--- config.mk ---
export PLATFORM = sky130hd
export DESIGN_NAME = ofifo_writeback
export DESIGN_NICKNAME = d
export VERILOG_FILES = /design/src/rtl/ofifo_writeback.sv
export SDC_FILE = /design/constraint.sdc
export NUM_CORES = 1
export LEC_CHECK = 0
export ABC_CLOCK_PERIOD_IN_PS = 2290
export CAP_MARGIN = 25
export CORE_MARGIN = 2
export CORE_UTILIZATION = 45
export DETAILED_ROUTE_END_ITERATION = 10
export DONT_BUFFER_PORTS = 1
export GPL_TIMING_DRIVEN = 0
export SLEW_MARGIN = 20
export SYNTH_ARGS = -nofsm -noshare
export SYNTH_HDL_FRONTEND = slang
export SYNTH_SLANG_ARGS = --single-unit
--- constraint.sdc ---
create_clock -name clk -period 2.29 [get_ports clk]
set_input_delay 0.1145 -clock clk [delete_from_list [all_inputs] [get_ports clk]]
set_output_delay 0.1145 -clock clk [all_outputs]
set_load 0.05 [all_outputs]
--- src/rtl/ofifo_writeback.sv ---
// ofifo_writeback: drains col-wide psum rows from the corelet output FIFO into the
// psum SRAM at consecutive addresses. It either overwrites the stored rows or adds
// each OFIFO row lane-by-lane to the row already stored (read-modify-write), which
// is how multi-pass kernel tiling accumulates partial sums.
//
// Build option:
//   WRITEBACK_SAT_EN  when defined, accumulate lanes saturate to the signed psum
//                     range; when undefined they wrap modulo 2^psum_bw.
//                     Overwrite mode is the same in both builds.
module ofifo_writeback #(
    parameter int unsigned col     = 8,
    parameter int unsigned psum_bw = 16,
    parameter int unsigned addr_w  = 11
) (
    input  logic                      clk,
    input  logic                      reset,
    input  logic                      start,
    input  logic [addr_w-1:0]         base_addr,
    input  logic [addr_w-1:0]         num_rows,
    input  logic                      acc_mode,
    input  logic                      ofifo_valid,
    input  logic [col*psum_bw-1:0]    ofifo_out,
    output logic                      ofifo_rd,
    output logic                      sram_cen,
    output logic                      sram_wen,
    output logic [addr_w-1:0]         sram_addr,
    output logic [col*psum_bw-1:0]    sram_d,
    input  logic [col*psum_bw-1:0]    sram_q,
    output logic                      busy,
    output logic                      done,
    output logic [addr_w-1:0]         rows_written
);

    localparam int unsigned RowW = col * psum_bw;

    typedef enum logic [2:0] {
        StIdle,
        StWait,
        StCap,
        StWr,
        StDone
    } state_e;

    state_e              state_q;
    logic [addr_w-1:0]   ptr_q;
    logic [addr_w-1:0]   num_q;
    logic                acc_q;
    logic [addr_w-1:0]   rows_q;
    logic [addr_w-1:0]   addr_q;
    logic [RowW-1:0]     d_q;

    logic                pop;
    logic                acc_rd;
    logic [RowW-1:0]     acc_row;
    logic [psum_bw:0]    lane_sum;

    // The pop and the accumulate read must happen in the WAIT cycle in which
    // ofifo_valid is seen, so these strobes are decoded from the current state.
    assign pop    = (state_q == StWait) && ofifo_valid;
    assign acc_rd = pop && acc_q;

    // Drive the OFIFO/SRAM strobes and the status outputs from the state register.
    always_comb begin
        ofifo_rd     = pop;
        sram_cen     = !(acc_rd || (state_q == StWr));
        sram_wen     = (state_q != StWr);
        sram_addr    = acc_rd ? ptr_q : addr_q;
        sram_d       = d_q;
        busy         = (state_q != StIdle);
        done         = (state_q == StDone);
        rows_written = rows_q;
    end

    // Per-lane signed add of the OFIFO row and the stored row; lanes never carry
    // into each other because each sum is formed in its own psum_bw+1 bit slot.
    always_comb begin
        acc_row  = '0;
        lane_sum = '0;
        for (int i = 0; i < int'(col); i++) begin
            lane_sum = {ofifo_out[i*psum_bw + psum_bw - 1], ofifo_out[i*psum_bw +: psum_bw]}
                     + {sram_q[i*psum_bw + psum_bw - 1], sram_q[i*psum_bw +: psum_bw]};
`ifdef WRITEBACK_SAT_EN
            // Top two bits disagree only when the signed sum left the lane range.
            if (lane_sum[psum_bw] != lane_sum[psum_bw-1]) begin
                acc_row[i*psum_bw +: psum_bw] = lane_sum[psum_bw]
                    ? {1'b1, {(psum_bw-1){1'b0}}}
                    : {1'b0, {(psum_bw-1){1'b1}}};
            end else begin
                acc_row[i*psum_bw +: psum_bw] = lane_sum[psum_bw-1:0];
            end
`else
            acc_row[i*psum_bw +: psum_bw] = lane_sum[psum_bw-1:0];
`endif
        end
    end

    // Transfer FSM: WAIT pops (and reads in accumulate mode), CAP captures the row
    // into the write-data register, WR writes it and advances the pointer.
    always_ff @(posedge clk or negedge reset) begin
        if (!reset) begin
            state_q <= StIdle;
            ptr_q   <= '0;
            num_q   <= '0;
            acc_q   <= 1'b0;
            rows_q  <= '0;
            addr_q  <= '0;
            d_q     <= '0;
        end else begin
            unique case (state_q)
                StIdle: begin
                    if (start) begin
                        ptr_q   <= base_addr;
                        num_q   <= num_rows;
                        acc_q   <= acc_mode;
                        rows_q  <= '0;
                        state_q <= (num_rows == '0) ? StDone : StWait;
                    end
                end
                StWait: begin
                    if (ofifo_valid) begin
                        // Keep the read address visible afterwards, as held state.
                        if (acc_q) begin
                            addr_q <= ptr_q;
                        end
                        state_q <= StCap;
                    end
                end
                StCap: begin
                    // ofifo_out and sram_q are both valid this cycle; the sum is
                    // registered here so WR drives it straight from a flop.
                    d_q     <= acc_q ? acc_row : ofifo_out;
                    addr_q  <= ptr_q;
                    state_q <= StWr;
                end
                StWr: begin
                    ptr_q   <= ptr_q + addr_w'(1);
                    rows_q  <= rows_q + addr_w'(1);
                    state_q <= (rows_q + addr_w'(1) == num_q) ? StDone : StWait;
                end
                StDone: begin
                    state_q <= StIdle;
                end
                default: begin
                    state_q <= StIdle;
                end
            endcase
        end
    end

endmodule

==> results of run 1 <==
==> cells by family after synthesis <==
kind of cell             Yosys count
AND/OR/NAND/NOR                  464
AO/OA/AOI/OAI                    532
flip-flops                       176
multiplexers                      67
buffers and inverters             93
XOR/XNOR                         108
adder cells (fa/ha/maj)          130
==> state kept, by name, indices dropped and copies added, names as in the netlist <==
register,cells
rows_written,11
state_q,3
sram_d,128
addr_q,11
acc_q,1
num_q,11
ptr_q,11
==> per-stage QoR <==
| step | instances | TNS, ns | hold WS [ns] | worst slack, ns | power [mW] |
|---|---|---|---|---|---|
| floorplan | 1570 | 0 | -0.1811 | 0.05567 | 14.75 |
| global placement | 1960 | -67.13 | -0.1767 | -1.021 | 17.12 |
| detailed placement | 1961 | -73.55 | -0.1751 | -1.022 | 17.32 |
| CTS | 2154 | -1.878 | -0.6701 | -0.2653 | 20.97 |
| global route | 2168 | -0.7126 | -0.6610 | -0.08423 | 22.22 |
| finish | 2168 | -0.1240 | -0.6385 | -0.03191 | 21.17 |
==> cells in the mapped netlist (3+ instances only) <==
cell type and instances:
o22ai_1 5, mux2_2 21, nor3b_1 3, a211o_1 13
clkbuf_1 48, a311oi_1 3, nor2_1 130, and2_1 7
o21ai_0 165, nor4_1 10, nand2_1 182, nand4_1 5
a21boi_0 3, a21o_1 39, o21bai_1 13, and3_1 36
o211ai_1 7, a21oi_1 176, inv_1 29, nor2b_1 7
xor2_1 37, ha_1 122, a2bb2oi_1 7, nand3_1 27
o31ai_1 4, o21a_1 19, fa_1 8, buf_1 12
a31oi_1 22, dfrtp_1 176, xnor2_1 71, mux2i_1 46
nand2b_1 14, nor3_1 29, or3_1 7, a211oi_1 30
==> path summary, 6_finish.rpt <==
kind                             from               to  cells past startpoint  slack [ns]
hold / removal                  reset  rows_written[6]                      0       -0.64
max in group asynchronous       reset       sram_d[17]                      0        2.51
setup / recovery           state_q[2]     sram_addr[1]                      5       -0.03
hold reg to reg             addr_q[2]        addr_q[2]                      2        0.49
setup reg to reg                acc_q       sram_d[20]                      4        0.11
min in group clk           sram_q[95]       sram_d[95]                      3        0.02
==> power groups by stage <==
| stage | logic, mW | registers (mW) | clock network [mW] |
|---|---|---|---|
| 2_1_floorplan | 5.42 | 9.33 | 0 |
| 3_3_place_gp | 7.21 | 9.91 | 0 |
| 3_5_place_dp | 7.39 | 9.93 | 0 |
| 4_1_cts | 7.86 | 9.89 | 3.21 |
| 5_1_grt | 8.83 | 10.1 | 3.32 |
| 6_report | 8.04 | 9.95 | 3.18 |
==> routing by layer <==
| metal | vias to the layer above | GRT usage |
|---|---|---|
| met3 | 129 | 0.1090 |
| met5 | - | 0 |
| met1 | 6240 | 0.3697 |
| li1 | 6092 | - |
| met2 | 573 | 0.5444 |
| met4 | 0 | 0.1350 |
==> final cells by class <==
| type | count | area, sq um | share of cell area |
|---|---|---|---|
| Antenna cell | 1 | 2.502 | 0.0001511 |
| Clock buffer | 17 | 425.4 | 0.02569 |
| Multi-Input combinational cell | 1301 | 8842 | 0.5340 |
| Sequential cell | 176 | 4428 | 0.2674 |
| Inverter | 30 | 112.6 | 0.006800 |
| Buffer | 61 | 311.5 | 0.01881 |
| Timing Repair Buffer | 177 | 1755 | 0.1060 |
| Clock inverter | 15 | 193.9 | 0.01171 |
| Tap cell | 390 | 488.0 | 0.02947 |
==> what timing repair did <==
| action | 4_1_cts | 5_1_grt |
|---|---|---|
| pin swaps | 5 | 21 |
| gates cloned | 0 | 1 |
| hold endpoints to repair | 329 | 176 |
| gates resized for setup | 63 | 71 |
| setup buffers | 3 | 13 |
| setup endpoints to repair | 152 | 97 |
==> impl_metrics.yaml, run 1 <==
outcome:
  outcome: "finished, violations left"
  violations: "negative hold slack, negative setup slack"
timing:
  setup_viol: 8
  setup_slack_ns: -0.03191
  fin_skew_ns: 0.01682
  max_freq_mhz: 430.7
  hold_viol_final: 176
  fin_hold_ws_ns: -0.6385
  slew_headroom: 0.3381
  rsz0062_at_grt: "true"
  period_share: 1.014
  report.final.slew_viol_count: 0
  post-route-min-period_ns: 2.322
  worst_pin_slew_ns: 0.9928
worst_hold_path:
  hold_path_class: "in -> async"
routing:
  vias_per_cell: 6.012
  route.met3.wl_um: 4790
  wire_per_inst_um: 23.70
  vias: 13034
  finalWirelength_um: 51390
  drt_iter0_drc: 748
  met1_length_um: 19830
  ant_nets: 0
  wl_met2_um: 24460
  drc: 0
  firstDrtPassIters: 5
  topRoutingLayerUsed: "met4"
critical_path:
  cp_slowest_stage_delay_ns: 0.43
  crit_path_max_fanout: 5
  slowest_stage: "dfrtp_1"
  critPathArrivalTime_ns: 2.21
  end_kind: "output pin"
  crit_type: "reg -> out"
  cp_cell_sequence: "nand2b_4 > nor2_4 > nand2_4 > clkbuf_16 > mux2_4"
  path_buf_inv: 1
  crit_family: "simple AND/OR/NAND/NOR gates"
  startpoint_type: "register"
  required_ns: 2.18
clock_tree:
  root_buffer: "clkbuf_16"
  cts_tree: "built"
  clk_path_buf_depth: 2
  cts_hold_buf: 159
  clock_latency_ns: 0.46
  cts_made_buffers: 17
  clock-sinks: 176
  htreeDepth: 4
  clkTransAtPathRegs_ns: 0.08
floorplanning:
  num_rows: 63
  ios: 438
  initial_core_util: 0.4544
  die_y_um: 176.3
  die_w_um: 176.3
  design.die.area_sq_um: 31080
  core_sq_um: 29400
pwr:
  vdd_drop_max_mv: 0.7360
  cellLeakagePower_nw: 7.398
  clkPwrFrac: 0.150
  power_switching_mw: 11.97
  powerDensity_nw_per_um2: 1278
  pwr-share-seq: 0.470
  p_comb_frac: 0.380
  internal-power_mw: 9.201
  switching_share: 0.5654
yosys:
  yosys.area_share.xor_xnor: 0.07080
  ys_warn_count: 0
  syn_avg_cell_area_sq_um: 8.510
  netlist_area_sq_um: 13360
  synth_top_area_frac: 0.3296
  synth_fp_nets: 1983
  synth_top_family_by_area: "compound AO/OA/AOI/OAI gates"
  synth_area_leaders: "dfrtp_1, ha_1, a21oi_1"
  synthAdderAreaFrac: 0.1262
  synth-async-reset-ratio: 1.000
  synth-compound-area-share: 0.2387
  syn_inst: 1570
  muxShareOfSynthArea: 0.05216
  synth-simple-area-share: 0.1556
  ys_types: 64
  ys_ff_latch: 176
  ys.flop_type: "dfrtp_1"
  synth-edff-count: 0
  seq_area_frac_synth: 0.3296
  synth_top_cell_by_area: "dfrtp_1"
finish:
  drive_gt1_frac: 0.09116
  final_common_cell: "nand2_1"
  nFillCells: 2704
  layout_common_cells: "nand2_1, a21oi_1, dfrtp_1, dlygate4sd3_1, o21ai_0"
  nNetsFinal: 2177
  fin_util: 0.5632
  syn2layout_area_growth_pct: 23.95
  fin_area_sq_um: 16560
global_route:
  gr-total-overflow: 0
  grt_use_total: 0.3209
  grt_pass1_wl_um: 75600
  grt_pass1_vias: 12969
  antenna_found_initial: 1
  grt_max_degree: 177
placed_design:
  post_dp_cell_area_sq_um: 13870
  dpl.hpwl_um: 37540
  io_buffer_count: 0
  gp_congestion: 0.9242
run:
  cap_violations: 0
Note: power is estimated with default switching activity, not from simulation.
==> inputs of run 2 (changes only) <==
CELL_PAD_IN_SITES_DETAIL_PLACEMENT = 2   (was unset)
CELL_PAD_IN_SITES_GLOBAL_PLACEMENT = 2   (was unset)
CORE_UTILIZATION = 37   (was 45)
CTS_CLUSTER_DIAMETER = 120   (was unset)
PLACE_DENSITY_LB_ADDON = 0.1   (was unset)
==> run 2 against run 1 <==
The run still ends with negative hold slack, negative setup slack left; core utilization decreased by 9.8 points; clock power about the same; combinational power increased by 6.7%; clock-buffer cell count unchanged; design area about the same; final cell count increased by 3.2%; critical path type unchanged.
==> impl_metrics.yaml, run 2 (synthesis results as in run 1) <==
timing:
  rsz0062_at_grt: "true"
  hold_viol_final: 177
  fin_hold_ws_ns: -0.6552
  setup_tns_ns: -0.1214
  period_share: 1.013
  fin_skew_ns: 0.01568
  slew_headroom: 0.3043
  worst_pin_slew_ns: 1.044
  setup_slack_ns: -0.02919
  setup_viol: 8
  report.final.slew_viol_count: 0
  post-route-min-period_ns: 2.319
  max_freq_mhz: 431.2
placed_design:
  post_dp_cell_area_sq_um: 13980
  gp_congestion: 0.8710
  io_buffer_count: 0
  place_inst: 2034
  dpl.hpwl_um: 44900
  post-place-ws_ns: -1.001
floorplanning:
  design.die.area_sq_um: 37650
  initial_core_util: 0.3756
  ios: 438
  num_rows: 69
  die_y_um: 194.0
  die_w_um: 194.0
  core_sq_um: 35570
routing:
  firstDrtPassIters: 4
  wire_per_inst_um: 28.46
  vias: 13666
  drc: 0
  drt_iter0_drc: 499
  vias_per_cell: 6.106
  ant_nets: 0
  finalWirelength_um: 63700
finish:
  multiInputGateArea_sq_um: 8773
  final_cell_count_no_fill: 2238
  fin_util: 0.4655
  final_common_cell: "nand2_1"
  drive_gt1_frac: 0.08409
  largest_reg_flops: 128
  fin_area_sq_um: 16560
  layout_common_cells: "nand2_1, a21oi_1, dfrtp_1, o21ai_0, dlygate4sd3_1"
  nNetsFinal: 2172
  syn2layout_area_growth_pct: 23.94
  final-seq-area_sq_um: 4434
  nFillCells: 3825
clock_tree:
  clk_path_buf_depth: 2
  root_buffer: "clkbuf_16"
  cts_tree: "built"
  cts_made_buffers: 17
  clock_latency_ns: 0.46
  clkTransAtPathRegs_ns: 0.09
  clock-sinks: 176
  htreeDepth: 4
pwr:
  clkPwrFrac: 0.146
  pwr-share-seq: 0.462
  p_comb_frac: 0.392
  internal-power_mw: 9.249
  switching_share: 0.5773
  cellLeakagePower_nw: 7.398
  powerDensity_nw_per_um2: 1322
  power_switching_mw: 12.63
  vdd_drop_max_mv: 0.8798
global_route:
  grt_pass1_vias: 15501
  grt_use_total: 0.3298
  grt_pass1_wl_um: 95450
  antenna_found_initial: 4
  gr-total-overflow: 0
  grt_max_degree: 177
critical_path:
  slowest_stage: "nor2_4"
  required_ns: 2.18
  startpoint_type: "register"
  end_kind: "output pin"
  critPathArrivalTime_ns: 2.20
  cp_cell_sequence: "nand2b_4 > nor2_4 > nand2_4 > clkbuf_16 > mux2_4"
  crit_path_max_fanout: 5
  cp_slowest_stage_delay_ns: 0.42
  crit_type: "reg -> out"
run:
  cap_violations: 0
worst_hold_path:
  hold_path_class: "in -> async"
outcome:
  outcome: "finished, violations left"
  violations: "negative hold slack, negative setup slack"
run 2: cell types whose count changed in the layout (fill, tap and decap cells not counted), moves of 3 or more:
| cell | before | now |
|---|---|---|
| a211oi_1 | 27 | 30 |
| a211oi_2 | 4 | 1 |
| a21oi_1 | 171 | 175 |
| a21oi_2 | 4 | 1 |
| diode_2 | 1 | 5 |
| dlygate4sd3_1 | 159 | 156 |
| fa_1 | 5 | 8 |
| fa_2 | 3 | 0 |
| ha_1 | 118 | 121 |
| o21ai_0 | 158 | 163 |
| o21ai_1 | 6 | 2 |
run 2: what timing repair did:
action | CTS | global route
hold endpoints to repair | 329 | 179
resized for setup | 75 | 43
pin swaps | 4 | 9
gates cloned | 0 | 1
setup buffers | 5 | 7
setup endpoints to repair | 161 | 65
hold buffers | 154 | 2
run 2: layout make-up:
| class | count | share of cell area |
|---|---|---|
| Sequential cell | 176 | 0.2678 |
| Tap cell | 461 | 0.03483 |
| Timing Repair Buffer | 172 | 0.1033 |
| Clock buffer | 17 | 0.02569 |
| Buffer | 61 | 0.01950 |
| Antenna cell | 5 | 0.0007556 |
| Clock inverter | 15 | 0.01149 |
| Multi-Input combinational cell | 1301 | 0.5298 |
| Inverter | 30 | 0.006801 |
run 2: stage by stage:
| step | hold WS, ns | power, mW |
|---|---|---|
| final | -0.6552 | 21.88 |
| after global routing | -0.6747 | 22.97 |
| after CTS | -0.6788 | 21.58 |
| after detailed placement | -0.1767 | 17.81 |
| after global placement | -0.1767 | 17.37 |
| after floorplan | -0.1811 | 14.75 |
run 2: routing by layer:
layer | vias up | wire (um) | global-route usage
met2 | 487 | 31760 | 0.5733
met3 | 165 | 4225 | 0.08662
met5 | - | 0 | 0
met1 | 6954 | 24500 | 0.3721
met4 | 0 | 3217 | 0.1678
li1 | 6060 | - | -
run 2: final timing paths:
path | from | end | depth (start not counted) | slack, ns
max reg2reg | rows_written[7] | state_q[0] | 8 | 0.03
min | reset | rows_written[0] | 0 | -0.66
max in group asynchronous | reset | sram_d[70] | 0 | 2.59
max | state_q[2] | sram_addr[5] | 5 | -0.03
min reg2reg | num_q[10] | num_q[10] | 2 | 0.51
min in group clk | ofifo_out[80] | sram_d[80] | 2 | -0.13
run 2: worst max-delay path: cells and delay by family (launching register included):
family                 cells  cell delay, ns
AND/OR/NAND/NOR            3            0.74
multiplexers               1            0.38
buffers and inverters      1            0.19
flip-flops                 1            0.41
run 2: power by group through the flow:
stage | registers [mW] | logic [mW] | clock network (mW)
3_3_place_gp | 9.98 | 7.39 | 0
5_1_grt | 10.2 | 9.37 | 3.36
3_5_place_dp | 10.0 | 7.78 | 0
4_1_cts | 9.99 | 8.32 | 3.26
2_1_floorplan | 9.33 | 5.42 | 0
6_report | 10.1 | 8.58 | 3.21
